==> src/rtl/regfile_pkg.sv <==
// Shared constants and helpers for the regfile_sb register file and its scoreboard.
package regfile_pkg;

    localparam int unsigned XLEN_DEF = 32;
    localparam int unsigned NREG_DEF = 32;
    localparam int unsigned NRD_DEF  = 2;
    localparam int unsigned REG_ZERO = 0;

    function automatic int unsigned regfile_aw(input int unsigned n);
        return (n < 2) ? 1 : $clog2(n);
    endfunction

endpackage

==> src/rtl/regfile_scoreboard.sv <==
// Per-register write-pending (busy) tracking and sticky hazard error flag.
// REGFILE_BYPASS_EN: a register being written this cycle counts as not busy for issue.
module regfile_scoreboard
    import regfile_pkg::*;
#(
    parameter  int unsigned NREG = NREG_DEF,
    localparam int unsigned AW   = regfile_aw(NREG)
) (
    input  logic            clk,
    input  logic            rst,
    input  logic            i_iss_en,
    input  logic [AW-1:0]   i_iss_addr,
    input  logic            i_wb_en,
    input  logic [AW-1:0]   i_wb_addr,
    output logic [NREG-1:0] o_busy,
    output logic            o_err,
    output logic            o_iss_ready_c
);

    logic [NREG-1:0] r_busy;
    logic [NREG-1:0] w_busy_nxt;
    logic            r_err;
    logic            w_err_nxt;
    logic            w_iss_zero;
    logic            w_wb_hit;
    logic            w_iss_ready;
    logic            w_iss_take;

    assign w_iss_zero = (i_iss_addr == AW'(REG_ZERO));
    assign w_wb_hit   = i_wb_en && (i_wb_addr != AW'(REG_ZERO));

`ifdef REGFILE_BYPASS_EN
    assign w_iss_ready = w_iss_zero || !r_busy[i_iss_addr]
                         || (w_wb_hit && (i_wb_addr == i_iss_addr));
`else
    assign w_iss_ready = w_iss_zero || !r_busy[i_iss_addr];
`endif

    assign w_iss_take = i_iss_en && w_iss_ready && !w_iss_zero;

    // Writeback clears first so a same-cycle accepted issue to that register wins.
    always_comb begin
        w_busy_nxt = r_busy;
        w_err_nxt  = r_err;
        if (w_wb_hit) begin
            w_busy_nxt[i_wb_addr] = 1'b0;
            if (!r_busy[i_wb_addr] && !(w_iss_take && (i_iss_addr == i_wb_addr))) begin
                w_err_nxt = 1'b1;
            end
        end
        if (w_iss_take) begin
            w_busy_nxt[i_iss_addr] = 1'b1;
        end
        if (i_iss_en && !w_iss_ready) begin
            w_err_nxt = 1'b1;
        end
        w_busy_nxt[REG_ZERO] = 1'b0;
    end

    always_ff @(posedge clk) begin
        if (rst) begin
            r_busy <= '0;
            r_err  <= 1'b0;
        end else begin
            r_busy <= w_busy_nxt;
            r_err  <= w_err_nxt;
        end
    end

    assign o_busy        = r_busy;
    assign o_err         = r_err;
    assign o_iss_ready_c = w_iss_ready;

endmodule

==> src/rtl/regfile_sb.sv <==
// Parametrised register file with multi-port combinational reads and a write-pending scoreboard.
// REGFILE_BYPASS_EN: forwards same-cycle writeback data/busy-clear onto the read ports.
module regfile_sb
    import regfile_pkg::*;
#(
    parameter  int unsigned XLEN = XLEN_DEF,
    parameter  int unsigned NREG = NREG_DEF,
    parameter  int unsigned NRD  = NRD_DEF,
    localparam int unsigned AW   = regfile_aw(NREG)
) (
    input  logic                clk,
    input  logic                rst,
    input  logic [NRD*AW-1:0]   rd_addr,
    output logic [NRD*XLEN-1:0] rd_data,
    output logic [NRD-1:0]      rd_busy,
    input  logic                iss_en,
    input  logic [AW-1:0]       iss_addr,
    output logic                iss_ready,
    input  logic                wb_en,
    input  logic [AW-1:0]       wb_addr,
    input  logic [XLEN-1:0]     wb_data,
    output logic                err
);

    logic [XLEN-1:0] r_regs [NREG];
    logic [NREG-1:0] w_busy;
    logic            w_wb_hit;
    logic            w_iss_ready;
    logic            w_err;

    assign w_wb_hit = wb_en && (wb_addr != AW'(REG_ZERO));

    regfile_scoreboard #(
        .NREG (NREG)
    ) u_sb (
        .clk           (clk),
        .rst           (rst),
        .i_iss_en      (iss_en),
        .i_iss_addr    (iss_addr),
        .i_wb_en       (wb_en),
        .i_wb_addr     (wb_addr),
        .o_busy        (w_busy),
        .o_err         (w_err),
        .o_iss_ready_c (w_iss_ready)
    );

    // Register 0 is never written, so it holds its reset value of zero.
    always_ff @(posedge clk) begin
        if (rst) begin
            for (int i = 0; i < int'(NREG); i++) begin
                r_regs[i] <= '0;
            end
        end else if (w_wb_hit) begin
            r_regs[wb_addr] <= wb_data;
        end
    end

    for (genvar k = 0; k < int'(NRD); k++) begin : g_rd
        logic [AW-1:0]   w_addr;
        logic [XLEN-1:0] w_arr;

        assign w_addr = rd_addr[k*AW +: AW];
        assign w_arr  = (w_addr == AW'(REG_ZERO)) ? '0 : r_regs[w_addr];

`ifdef REGFILE_BYPASS_EN
        logic w_fwd;
        assign w_fwd = w_wb_hit && (wb_addr == w_addr);
        assign rd_data[k*XLEN +: XLEN] = w_fwd ? wb_data : w_arr;
        assign rd_busy[k]              = !w_fwd && w_busy[w_addr];
`else
        assign rd_data[k*XLEN +: XLEN] = w_arr;
        assign rd_busy[k]              = w_busy[w_addr];
`endif
    end

    assign iss_ready = w_iss_ready;
    assign err       = w_err;

endmodule

==> config.mk <==
export PLATFORM = sky130hd
export DESIGN_NAME = regfile_sb
export DESIGN_NICKNAME = d
export VERILOG_FILES = /design/src/rtl/regfile_pkg.sv /design/src/rtl/regfile_scoreboard.sv /design/src/rtl/regfile_sb.sv
export SDC_FILE = /design/constraint.sdc
export NUM_CORES = 2
export LEC_CHECK = 0
export CAP_MARGIN = 15
export CORE_UTILIZATION = 25
export DETAILED_ROUTE_END_ITERATION = 6
export MAX_ROUTING_LAYER = met4
export SLEW_MARGIN = 10
export SYNTH_ARGS = -nofsm -noshare
export SYNTH_HDL_FRONTEND = slang
export SYNTH_SLANG_ARGS = --single-unit
==> constraint.sdc <==
create_clock -name clk -period 7.9 [get_ports clk]
set_clock_uncertainty 0.05 [all_clocks]
set_input_delay 2.37 -clock clk [delete_from_list [all_inputs] [get_ports clk]]
set_output_delay 2.37 -clock clk [all_outputs]
set_load 0.02 [all_outputs]
==> out/metrics.csv <==
stage,metric,value,unit
status,status,"finished, final reports clean",
synthesis,Synth area leader,edfxtp_1,
floorplan,# rows,174,
grt,vias in the first global route,35100,
critical_path,FF-to-FF path depth,7,
sta,final slew viol count,0,
sta,RSZ-0062 raised after global routing,no,
final_layout,nets,3684,
clocking,CTS buffer count,101,
critical_path,FF-to-FF setup slack,5.41,ns
routing,via count,34000,
sta,fin crit period,7.62,ns
power,Combinational Power Share,14.1,%
power,Pwr Density,205,mW/mm^2
worst_hold_path,Hold Crit Start,u_sb.o_busy[21]$_SDFF_PP0_,
grt,total track usage,17.1,%
clocking,Max clock buf depth,3,
clocking,"Clk Latency, worst-skew pair",0.72,ns
power,Sw Ratio,25.7,%
critical_path,Reg-to-Reg End,u_sb.o_busy[20]$_SDFF_PP0_,
sta,Final period util,96.5,%
synthesis,Post-Synthesis Cells,3565,
power,Internal Power,10.0,mW
floorplan,die height,478,um
clocking,CTS tree,built,
worst_hold_path,Hold Path End,u_sb.o_busy[21]$_SDFF_PP0_,
synthesis,register area share after synthesis,55.3,%
grt,first-pass GRT wire length,270,mm
synthesis,Mapped Area,0.0567,mm^2
clocking,Clock Sinks,1056,
synthesis,Synth Area in XOR/XNOR,0.0617,%
sta,WHS,0.474,ns
critical_path,Critical R2R Launch,u_sb.o_busy[10]$_SDFF_PP0_,
floorplan,Core Box Area,0.225,mm^2
sta,Fin. Hold Viols,0,
critical_path,crit path max fanout,25,
final_layout,Syn-to-layout area delta,15.6,%
grt,total gr overflow,0,
routing,WL per Instance,28.6,um
final_layout,"commonest non-fill, non-tap cell in the layout",edfxtp_1,
routing,drt pass-1 iters,5,
synthesis,fraction of synthesized area in multiplexers,26.7,%
final_layout,"commonest cells after routing, fill and taps aside","edfxtp_1 (1024), and2_1 (995), mux4_2 (660)",
floorplan,Die W,478,um
sta,Max Fclk,131,MHz
sta,Slew @ Worst Pin,1.21,ns
clocking,"CTS clk-pin slew, worst paths",0.06,ns
routing,post-route antenna net violation count,0,
grt,largest net degree at the start of global routing,44,
grt,initial antenna violation count,21,
synthesis,Synth Area in Simple Gates,12.4,%
floorplan,Initial Utilization,25.2,%
synthesis,Synth top area share,54.2,%
placed_design,Detailed Place HPWL,119,mm
synthesis,library cells used by synthesis,50,
job,max-cap violation count,0,
synthesis,Post-synth EDFFs,1024,
synthesis,"Avg Cell Area, Syn",15.9,um^2
sta,Final WS setup,0.275,ns
power,maximum VDD drop,0.000168,V
routing,final WL,192,mm
critical_path,Critical Path AT,5.20,ns
floorplan,area of the die,0.229,mm^2
power,clock network fraction of design power,36.8,%
placed_design,Final GP Congestion,0.960,
clocking,# Post-CTS Setup Buffers,0,
critical_path,WP data required,5.48,ns
final_layout,fillers,22200,
placed_design,port buffer count,123,
synthesis,top_reg_cell synth,edfxtp_1,
synthesis,Seq cells post-synth,1056,
worst_hold_path,hold depth,2,
synthesis,largest cells by area after synthesis,"edfxtp_1 (54%), mux4_2 (26%), and2_1 (11%)",
sta,Slew HR,18.8,%
sta,setup tns final,0,ns
power,Switch Pwr,3.45,mW
critical_path,Worst setup SP type,primary input,
clocking,H-tree depth,3,
power,sequential power share,49.1,%
final_layout,share of cells above drive strength 1,29.5,%
synthesis,synth warn,0,
worst_hold_path,Hold Crit Class,reg -> reg,
synthesis,Async SR Flop Fraction,0,%
synthesis,largest family of logic cells by synthesized area,multiplexers,
floorplan,top-level I/O count,124,
synthesis,Synth Area in Compound Gates,1.78,%
routing,DR DRC count,0,
clocking,Hold Buf Count CTS,0,
critical_path,Worst Setup Path Type,in -> out,
sta,Final setup viols,0,
routing,via-per-instance ratio,5.07,
clocking,clk root buf,clkbuf_16,
power,Leak Pwr,21.8,nW
clocking,post-CTS resize count,0,
critical_path,Setup crit end kind,output port,
placed_design,pre-CTS WS,0.286,ns
routing,drt first-iter violations,4103,
synthesis,Post-Synth Adder-Cell Area,0,%
==> kinds of logic after synthesis <==
kind of cell / after synthesis
compound gates: 157
xor+xnor: 4
buf+inv: 481
flops: 1056
mux: 686
other cells: 1
simple gates: 1180
==> state kept, by name (all words and copies together), names as in the netlist <==
signal / count
r_regs: 1024
u_sb.o_busy: 31
u_sb.o_err: 1
==> power by group through the flow <==
stage | Combinational, mW | Sequential, mW | Clock, mW
floorplan | 1.13 | 6.66 | 0
global placement | 1.87 | 6.70 | 0
detailed placement | 1.88 | 6.72 | 0
global route | 1.95 | 6.64 | 5.17
CTS | 1.88 | 6.60 | 4.98
finish | 1.90 | 6.60 | 4.94
==> per-layer routing <==
metal	global-route usage [%]	vias up	routed length (um)
li1	-	13800	-
met1	19.3	18100	69900
met2	28.6	1712	97000
met3	2.06	467	12900
met4	10.8	0	12300
met5	-	-	0
==> synthesized netlist by cell type (all sizes together) (2+ instances only) <==
| library cell | count |
|---|---|
| o41ai | 3 |
| o211ai | 2 |
| o21a | 2 |
| inv | 100 |
| buf | 118 |
| nor4 | 2 |
| edfxtp | 1024 |
| a2111oi | 4 |
| a22oi | 2 |
| mux4 | 660 |
| nand4 | 2 |
| nand2b | 8 |
| a32oi | 2 |
| nor3b | 2 |
| or2 | 2 |
| mux2i | 20 |
| o22ai | 11 |
| and2 | 995 |
| o21ai | 67 |
| mux2 | 6 |
| dfxtp | 32 |
| nor3 | 10 |
| nor2 | 47 |
| nand4b | 2 |
| a21oi | 16 |
| a21o | 16 |
| a31oi | 3 |
| nand3 | 7 |
| xor2 | 3 |
| nand2 | 85 |
| o32ai | 9 |
| or3 | 4 |
| a22o | 15 |
| and3 | 2 |
| nor2b | 10 |
| clkbuf | 263 |
==> final cells by class <==
type | instances | area (um^2) | share of cell area [%]
timing repair buffer | 310 | 3180 | 4.85
inverter | 100 | 377 | 0.574
antenna | 20 | 50.0 | 0.0763
sequential | 1056 | 31400 | 47.9
multi-input combinational | 2059 | 23600 | 36.0
clock buffer | 118 | 2630 | 4.02
tap | 2992 | 3740 | 5.71
clock inverter | 63 | 588 | 0.897
==> worst max-delay path by stage <==
stage / end / from / slack (ns)
global route: rd_data[32] / rd_addr[5] / 0.23
global placement: rd_data[1] / rd_addr[0] / 0.32
finish: rd_data[1] / rd_addr[0] / 0.28
detailed placement: rd_data[1] / rd_addr[0] / 0.29
floorplan: rd_busy[1] / rd_addr[6] / 1.36
CTS: rd_data[1] / rd_addr[0] / 0.28
==> critical path: stages <==
cell,delay [ns]
buf_8,0.33
buf_12,0.26
buf_12,0.18
mux4_2,0.50
mux4_2,0.51
inv_1,0.11
o21ai_1,0.20
clkdlybuf4s50_1,0.64
==> through the flow <==
stage	cells	util, %	power, mW	instance area (um^2)
after CTS	6693	29.1	13.5	65400
after detailed placement	6512	27.6	8.59	62200
after global routing	6710	29.1	13.8	65600
after floorplan	3596	-	7.79	56900
after global placement	6512	27.6	8.57	62200
final	6718	29.1	13.4	65600
(Power assumes the default switching activity.)
